`src/rtl/amber128_bundle_unpacker.sv`:
```
// Fetch-bundle unpacker: buffers one 128-bit bundle and issues its slots (or 12-bit half-slots)
// one per cycle to the decoder, refilling in the same cycle the last op is taken.
module amber128_bundle_unpacker #(
  parameter int unsigned SLOTS  = 5,
  parameter int unsigned SLOT_W = 24
) (
  input  logic              clk,
  input  logic              rst_n,
  input  logic              flush_i,
  input  logic              in_valid_i,
  output logic              in_ready_o,
  input  logic [63:0]       in_word_addr_i,
  input  logic [127:0]      in_bundle_i,
  input  logic [2:0]        in_start_slot_i,
  output logic              out_valid_o,
  input  logic              out_ready_i,
  output logic [63:0]       out_word_addr_o,
  output logic [2:0]        out_slot_idx_o,
  output logic              out_sub12_idx_o,
  output logic              out_is12_o,
  output logic [SLOT_W-1:0] out_payload_o,
  output logic              out_last_o
);

  localparam int unsigned HalfW   = SLOT_W / 2;
  localparam int unsigned FlagLsb = 128 - SLOTS;
  localparam logic [2:0]  LastSlot = 3'(SLOTS - 1);
  localparam logic [2:0]  NumSlots = 3'(SLOTS);

  typedef enum logic [0:0] {StEmpty, StActive} state_e;

  state_e       state_q, state_d;
  logic [127:0] bundle_q, bundle_d;
  logic [63:0]  addr_q, addr_d;
  logic [2:0]   slot_q, slot_d;
  logic         sub_q, sub_d;

  logic [SLOT_W-1:0] slot_data;
  logic              pair_flag;
  logic              fire;
  logic              accept;

  always_ff @(posedge clk or negedge rst_n) begin
    if (!rst_n) begin
      state_q  <= StEmpty;
      bundle_q <= '0;
      addr_q   <= '0;
      slot_q   <= '0;
      sub_q    <= 1'b0;
    end else begin
      state_q  <= state_d;
      bundle_q <= bundle_d;
      addr_q   <= addr_d;
      slot_q   <= slot_d;
      sub_q    <= sub_d;
    end
  end

  // Select the current slot from the buffered bundle; out-of-range cursor reads as zero.
  always_comb begin
    slot_data = '0;
    pair_flag = 1'b0;
    for (int i = 0; i < SLOTS; i++) begin
      if (slot_q == 3'(i)) begin
        slot_data = bundle_q[i*SLOT_W +: SLOT_W];
        pair_flag = bundle_q[FlagLsb + i];
      end
    end
  end

  assign fire   = out_valid_o && out_ready_i;
  assign accept = in_valid_i && in_ready_o;

  always_comb begin
    state_d  = state_q;
    bundle_d = bundle_q;
    addr_d   = addr_q;
    slot_d   = slot_q;
    sub_d    = sub_q;
    if (flush_i) begin
      state_d = StEmpty;
      slot_d  = '0;
      sub_d   = 1'b0;
    end else if (accept) begin
      bundle_d = in_bundle_i;
      addr_d   = in_word_addr_i;
      sub_d    = 1'b0;
      // A start slot past the end leaves nothing to issue.
      if (in_start_slot_i < NumSlots) begin
        state_d = StActive;
        slot_d  = in_start_slot_i;
      end else begin
        state_d = StEmpty;
        slot_d  = '0;
      end
    end else if (fire) begin
      if (out_last_o) begin
        state_d = StEmpty;
      end else if (pair_flag && !sub_q) begin
        sub_d = 1'b1;
      end else begin
        slot_d = slot_q + 3'd1;
        sub_d  = 1'b0;
      end
    end
  end

  always_comb begin
    out_valid_o     = (state_q == StActive);
    out_word_addr_o = addr_q;
    out_slot_idx_o  = slot_q;
    out_sub12_idx_o = sub_q;
    out_is12_o      = pair_flag;
    out_last_o      = (slot_q == LastSlot) && (!pair_flag || sub_q);
    if (pair_flag) begin
      out_payload_o = {{HalfW{1'b0}}, sub_q ? slot_data[SLOT_W-1:HalfW] : slot_data[HalfW-1:0]};
    end else begin
      out_payload_o = slot_data;
    end
    in_ready_o = !flush_i && ((state_q == StEmpty) || (fire && out_last_o));
  end

endmodule

```
`config.mk`:
```
export PLATFORM = sky130hd
export DESIGN_NAME = amber128_bundle_unpacker
export DESIGN_NICKNAME = d
export VERILOG_FILES = /design/src/rtl/amber128_bundle_unpacker.sv
export SDC_FILE = /design/constraint.sdc
export NUM_CORES = 1
export LEC_CHECK = 0
export ABC_AREA = 1
export CAP_MARGIN = 25
export CORE_AREA = 2 2 154 156
export DETAILED_ROUTE_END_ITERATION = 16
export DIE_AREA = 0 0 156 158
export PLACE_DENSITY = 0.72
export REMOVE_ABC_BUFFERS = 1
export SETUP_SLACK_MARGIN = 0.05
export SYNTH_ARGS = -nofsm -noshare
export SYNTH_HDL_FRONTEND = slang
export SYNTH_SLANG_ARGS = --single-unit
```
`constraint.sdc`:
```
create_clock -name clk -period 2.3 [get_ports clk]
set_input_delay 0.575 -clock clk [delete_from_list [all_inputs] [get_ports clk]]
set_output_delay 0.575 -clock clk [all_outputs]
set_load 0.01 [all_outputs]
```
### Yosys cells after proc, flatten, opt, wreduce, memory -nomap -nowiden

Index checks and enable logic that the tools add are counted.

| cells by class | value |
|---|---|
| add/sub/neg operators | 1 |
| order comparisons | 1 |
| equal/unequal tests | 6 |
| muxes and demuxes | 28 |
| bitwise gates (word level) | 2 |
| reduce and logical (&&, ||, !) cells | 18 |

Operator list:

| cell | count |
|---|---|
| 24-bit two-way mux | 6 |
| 3-bit two-way mux | 6 |
| 1-bit two-way mux | 15 |
| 12-bit two-way mux | 1 |
| 3-bit by 2-bit == test with 1-bit output (second input constant) | 2 |
| 1-bit logical AND | 6 |
| 2-bit AND reduction | 3 |
| 3-bit nonzero test | 2 |
| 3-bit by 1-bit adder with 3-bit output (second input constant) | 1 |
| 3-bit by 1-bit == test with 1-bit output (second input constant) | 1 |
| 3-bit == test (second input constant) | 1 |
| 1-bit logical NOT | 3 |
| 3-bit logical NOT | 1 |
| 3-bit less-than comparator (second input constant) | 1 |
| 3-bit by 2-bit inequality test with 1-bit output (second input constant) | 1 |
| 3-bit inequality test (second input constant) | 1 |
| 3-bit AND reduction | 1 |
| 1-bit logical OR | 2 |
| 1-bit NOT | 2 |

| word-level totals | value |
|---|---|
| register bits after elaboration | 197 |
| bits of input ports | 200 |
| output and inout bits | 96 |
| logic and storage cells | 61 |

### Depth between registers and ports, before layout

| logic depth | value |
|---|---|
| depth in word-level cells | 15 |
| depth in mapped cells | 16 |
| mapped depth without buffers | 15 |

### Least setup slack after synthesis

OpenSTA, ideal clock, no wires.

| path | value |
|---|---|
| path kind | register -> output |
| start | reg slot_q[0] (netlist: out_slot_idx_o[0]) |
| end | out out_payload_o[11] |
| arrival | 1.973 ns |
| required time | 1.725 ns |
| slack | -0.248 ns |
| cell stages (with the launch flop) | 14 |
| path buffers | 2 |
| path through | dfrtp_1 > ha_1 > ha_1 > buf_2 > clkinv_1 > nand2_1 > inv_1 > nand2_1 > nand2_1 > nand2_2 > nor2_1 > buf_2 > nand3_1 > nand2_1 |

| between the ends | value |
|---|---|
| cells in the longest elaborated chain, start to end | 8 |
| elaborated cells between the ends (all ways) | 17 |
| those cells by class | eq/ne (4); mux (12); reduce/logical (1) |

RTL lines:

| item | line | source |
|---|---|---|
| from (decl) | 35 | `logic [2:0] slot_q, slot_d;` |
| from (signal assigned) | 54 | `slot_q <= slot_d;` |
| 3-bit logical NOT | 64 | `if (slot_q == 3'(i)) begin` |
| 24-bit two-way mux (5 in a row) | 64 |  |
| 12-bit two-way mux | 116 | `out_payload_o = {{HalfW{1'b0}}, sub_q ? slot_data[SLOT_W-1:HalfW] : slot_data[HalfW-1:0]};` |
| 24-bit two-way mux * | 115 | `if (pair_flag) begin` |
| to (decl) | 21 | `output logic [SLOT_W-1:0] out_payload_o,` |

Mark *: on every way between the ends. The rest lies on a longest branch, timed or not.

### Worst setup path in the final report

| path | value |
|---|---|
| start | reg slot_q[0] (netlist: out_slot_idx_o[0]) |
| end | out out_payload_o[20] |

| between the ends | value |
|---|---|
| cells in the longest elaborated chain, start to end | 7 |
| elaborated cells between the ends (all ways) | 16 |
| those cells by class | eq/ne (4); mux (11); reduce/logical (1) |

RTL lines:

| item | line |
|---|---|
| 3-bit logical NOT | 64 |
| 24-bit two-way mux or 1-bit two-way mux (tied branches) (5 in a row) | 64 |
| 24-bit two-way mux * | 115 |

Marked as above.

==> results.json <==
{
  "start_util_pct": 39.1,
  "synth-simple-area-share_pct": 38.7,
  "numCtsBuffers": 17,
  "combPwrFrac_pct": 43.7,
  "ys.warnings.count": 0,
  "switchingPower_mw": 4.64,
  "port_buffers": 292,
  "cts_tree": "built",
  "ant_nets": 0,
  "clk_path_buf_depth": 2,
  "violations": "setup timing",
  "cap_violations": 0,
  "rows": 56,
  "ys_ff_latch": 194,
  "cts_root_buf": "clkbuf_16",
  "layout_commonest_cell": "nand2_1",
  "synth_top_family_by_area": "simple AND/OR/NAND/NOR gates",
  "nFillCells": 1716,
  "dp_hpwl_um": 19700,
  "rsz0062_at_grt": "true",
  "fp.dieW_um": 156,
  "synth_mux_area_share_pct": 0,
  "vias": 9522,
  "clk-insertion-delay-late_ns": 0.43,
  "grt_overflow": 0,
  "status": "complete, but fails checks",
  "drtIter0Drc": 606,
  "layout.nets": 1798,
  "clock-sinks": 194,
  "cp-end-kind": "output port",
  "clock_skew_ns": 0.0183,
  "clk_pin_slew_ns": 0.08,
  "grtUsageTotal_pct": 28.6,
  "fin_ws_ns": -0.829,
  "firstDrtPassIters": 5,
  "htreeDepth": 4,
  "grt_pass1_wl_um": 53700,
  "syn_area_sq_um": 9010,
  "place_congestion": 0.796,
  "tightest_slew_ns": 0.618,
  "diodes": 0,
  "cp.arrival_ns": 2.55,
  "cp_max_fo": 6,
  "critical_path_class": "flip-flop to output port",
  "rr_startpoint": "out_slot_idx_o[0]",
  "preCtsSetupSlack_ns": -0.757,
  "vias_per_cell": 5.02,
  "peakVddDrop_mv": 0.619,
  "hold_viol": 0,
  "chipHeight_um": 158,
  "area_delta_synth_final_pct": 75.3,
  "core_area_sq_um": 23100,
  "slew_violations": 0,
  "finalPower_mw": 13.2,
  "io_pins": 296,
  "fp.dieArea_sq_um": 24600,
  "wl_per_cell_um": 19.2,
  "seq_power_share_pct": 34.0,
  "finalCritPeriodShare_pct": 136,
  "cp-start-kind": "flip-flop",
  "swShare_pct": 35.3,
  "syn_avg_cell_area_sq_um": 7.64,
  "final_layout_size_suffix_gt1_share_pct": 26.4,
  "synthCells": 1179,
  "finalCriticalPeriod_ns": 3.13,
  "drc": 0,
  "power.density_nw_per_um2": 834,
  "synthAdderAreaFrac_pct": 0.694,
  "synth_compound_area_share_pct": 1.01,
  "power.internal_mw": 8.53,
  "startpoint": "out_slot_idx_o[0]",
  "setup_viol": 221,
  "drt-total-wl_um": 36300,
  "synth.distinct_cells": 24,
  "p_clk_share_pct": 22.3,
  "grt_max_degree": 64,
  "fmax_ghz": 0.320,
  "crit_required_ns": 1.73,
  "grt_pass1_vias": 9915,
  "synthXorXnorAreaFrac_pct": 0,
  "worst_slew_margin_rel_pct": 58.8,
  "synth.yosys.seq_area_share_pct": 53.9,
  "layout_common_cells": "630 x nand2_1, 264 x clkdlybuf4s50_1, 192 x dfrtp_1",
  "worstHoldPathType": "input pin to async pin",
  "leakage_nw": 7.95,
  "grt_antenna_before_repair": 0
}
[registers in the layout, summed over array words and instances (netlist names)]
| signal | flops |
|---|---|
| out_slot_idx_o | 3 |
| out_valid_o | 1 |
| out_word_addr_o | 64 |
| bundle_q | 125 |
| out_sub12_idx_o | 1 |
[synth_stat cells]
cell type / instances / area [sq um]
dfrtp_1: 194 / 4850
nand4_1: 3 / 18.8
buf_6: 11 / 124
a21oi_1: 9 / 45.0
nand2_2: 3 / 18.8
and2_1: 8 / 50.1
inv_1: 33 / 124
a21oi_2: 1 / 8.76
ha_1: 5 / 62.6
or2_2: 32 / 200
nand3_4: 1 / 17.5
clkinv_1: 1 / 3.75
or2_1: 6 / 37.5
buf_1: 2 / 7.51
nor2_1: 26 / 97.6
o21ai_0: 6 / 30.0
clkbuf_2: 1 / 5.00
clkbuf_1: 16 / 60.1
buf_2: 23 / 115
buf_4: 9 / 67.6
inv_2: 2 / 7.51
nand3_1: 76 / 380
o211ai_1: 1 / 7.51
nand2_1: 710 / 2670
[cells by family after synthesis]
logic type               count (synthesis)
AND/OR/NAND/NOR                        865
AO/OA/AOI/OAI                           17
adder cells (fa/ha/maj)                  5
buffers and inverters                   98
flip-flops                             194
[layer usage]
metal | wire [um] | GRT usage (%) | vias up
li1 | - | - | 4447
met1 | 13600 | 33.5 | 4541
met2 | 18200 | 50.1 | 457
met3 | 3240 | 7.80 | 77
met4 | 1200 | 11.1 | 0
met5 | 0 | 0 | -
[power groups by stage]
stage	clock [mW]	combinational [mW]	sequential (mW)
5_1_grt	3.11	6.18	4.55
3_3_place_gp	0	4.01	4.47
3_5_place_dp	0	4.07	4.48
6_report	2.93	5.76	4.48
2_1_floorplan	0	1.67	4.51
4_1_cts	2.97	5.32	4.46
[timing repair]
action,CTS,global route
setup buffers,49,15
endpoints found under the setup margin,217,222
hold buffers,0,0
gates resized for setup,345,89
cloned,34,6
pin swaps,65,48
[metrics by stage]
step / hold WS [ns] / TNS (ns) / instance area [sq um] / utilization (%) / std cells
floorplan: 0.279 / -530.45 / 8630 / - / 1117
global placement: 0.454 / -14.98 / 12600 / 54.8 / 1769
detailed placement: 0.458 / -21.01 / 12600 / 54.8 / 1769
CTS: 0.168 / -21.23 / 15300 / 66.4 / 1882
global route: 0.173 / -62.65 / 15800 / 68.5 / 1895
finish: 0.140 / -48.25 / 15800 / 68.5 / 1895
[critical path, stage by stage, from the launching register on]
cell	delay, ns
dfrtp_1	0.42
inv_2	0.10
buf_4	0.15
ha_4	0.16
inv_2	0.05
nor2_4	0.11
nand2_2	0.08
nand3_4	0.08
nand2_2	0.07
nand2_4	0.08
nand2_4	0.07
buf_6	0.12
buf_8	0.12
buf_8	0.13
buf_6	0.12
and2_1	0.14
buf_2	0.13
[area by class of cell]
class	count	area, sq um	share of cell area, %
flip-flops and latches	194	4860	30.8
repair buffers	454	5430	34.4
well taps	290	363	2.30
clock inverters	13	146	0.927
inverters	36	185	1.17
repair inverters	3	66.3	0.420
clock buffers	18	429	2.72
multi-input cells	887	4320	27.3
[final timing paths]
path                                        to  slack [ns]  cells after the start
setup / recovery             out_payload_o[20]       -0.83                     16
hold / removal                    bundle_q[43]        0.14                      1
setup reg to reg             out_slot_idx_o[2]       -0.25                     19
hold reg to reg            out_word_addr_o[37]        0.47                      2
max in group asynchronous   out_word_addr_o[6]        1.51                      2
min in group clk           out_word_addr_o[37]        0.47                      2
No activity file was read; power rests on OpenSTA's default activity.
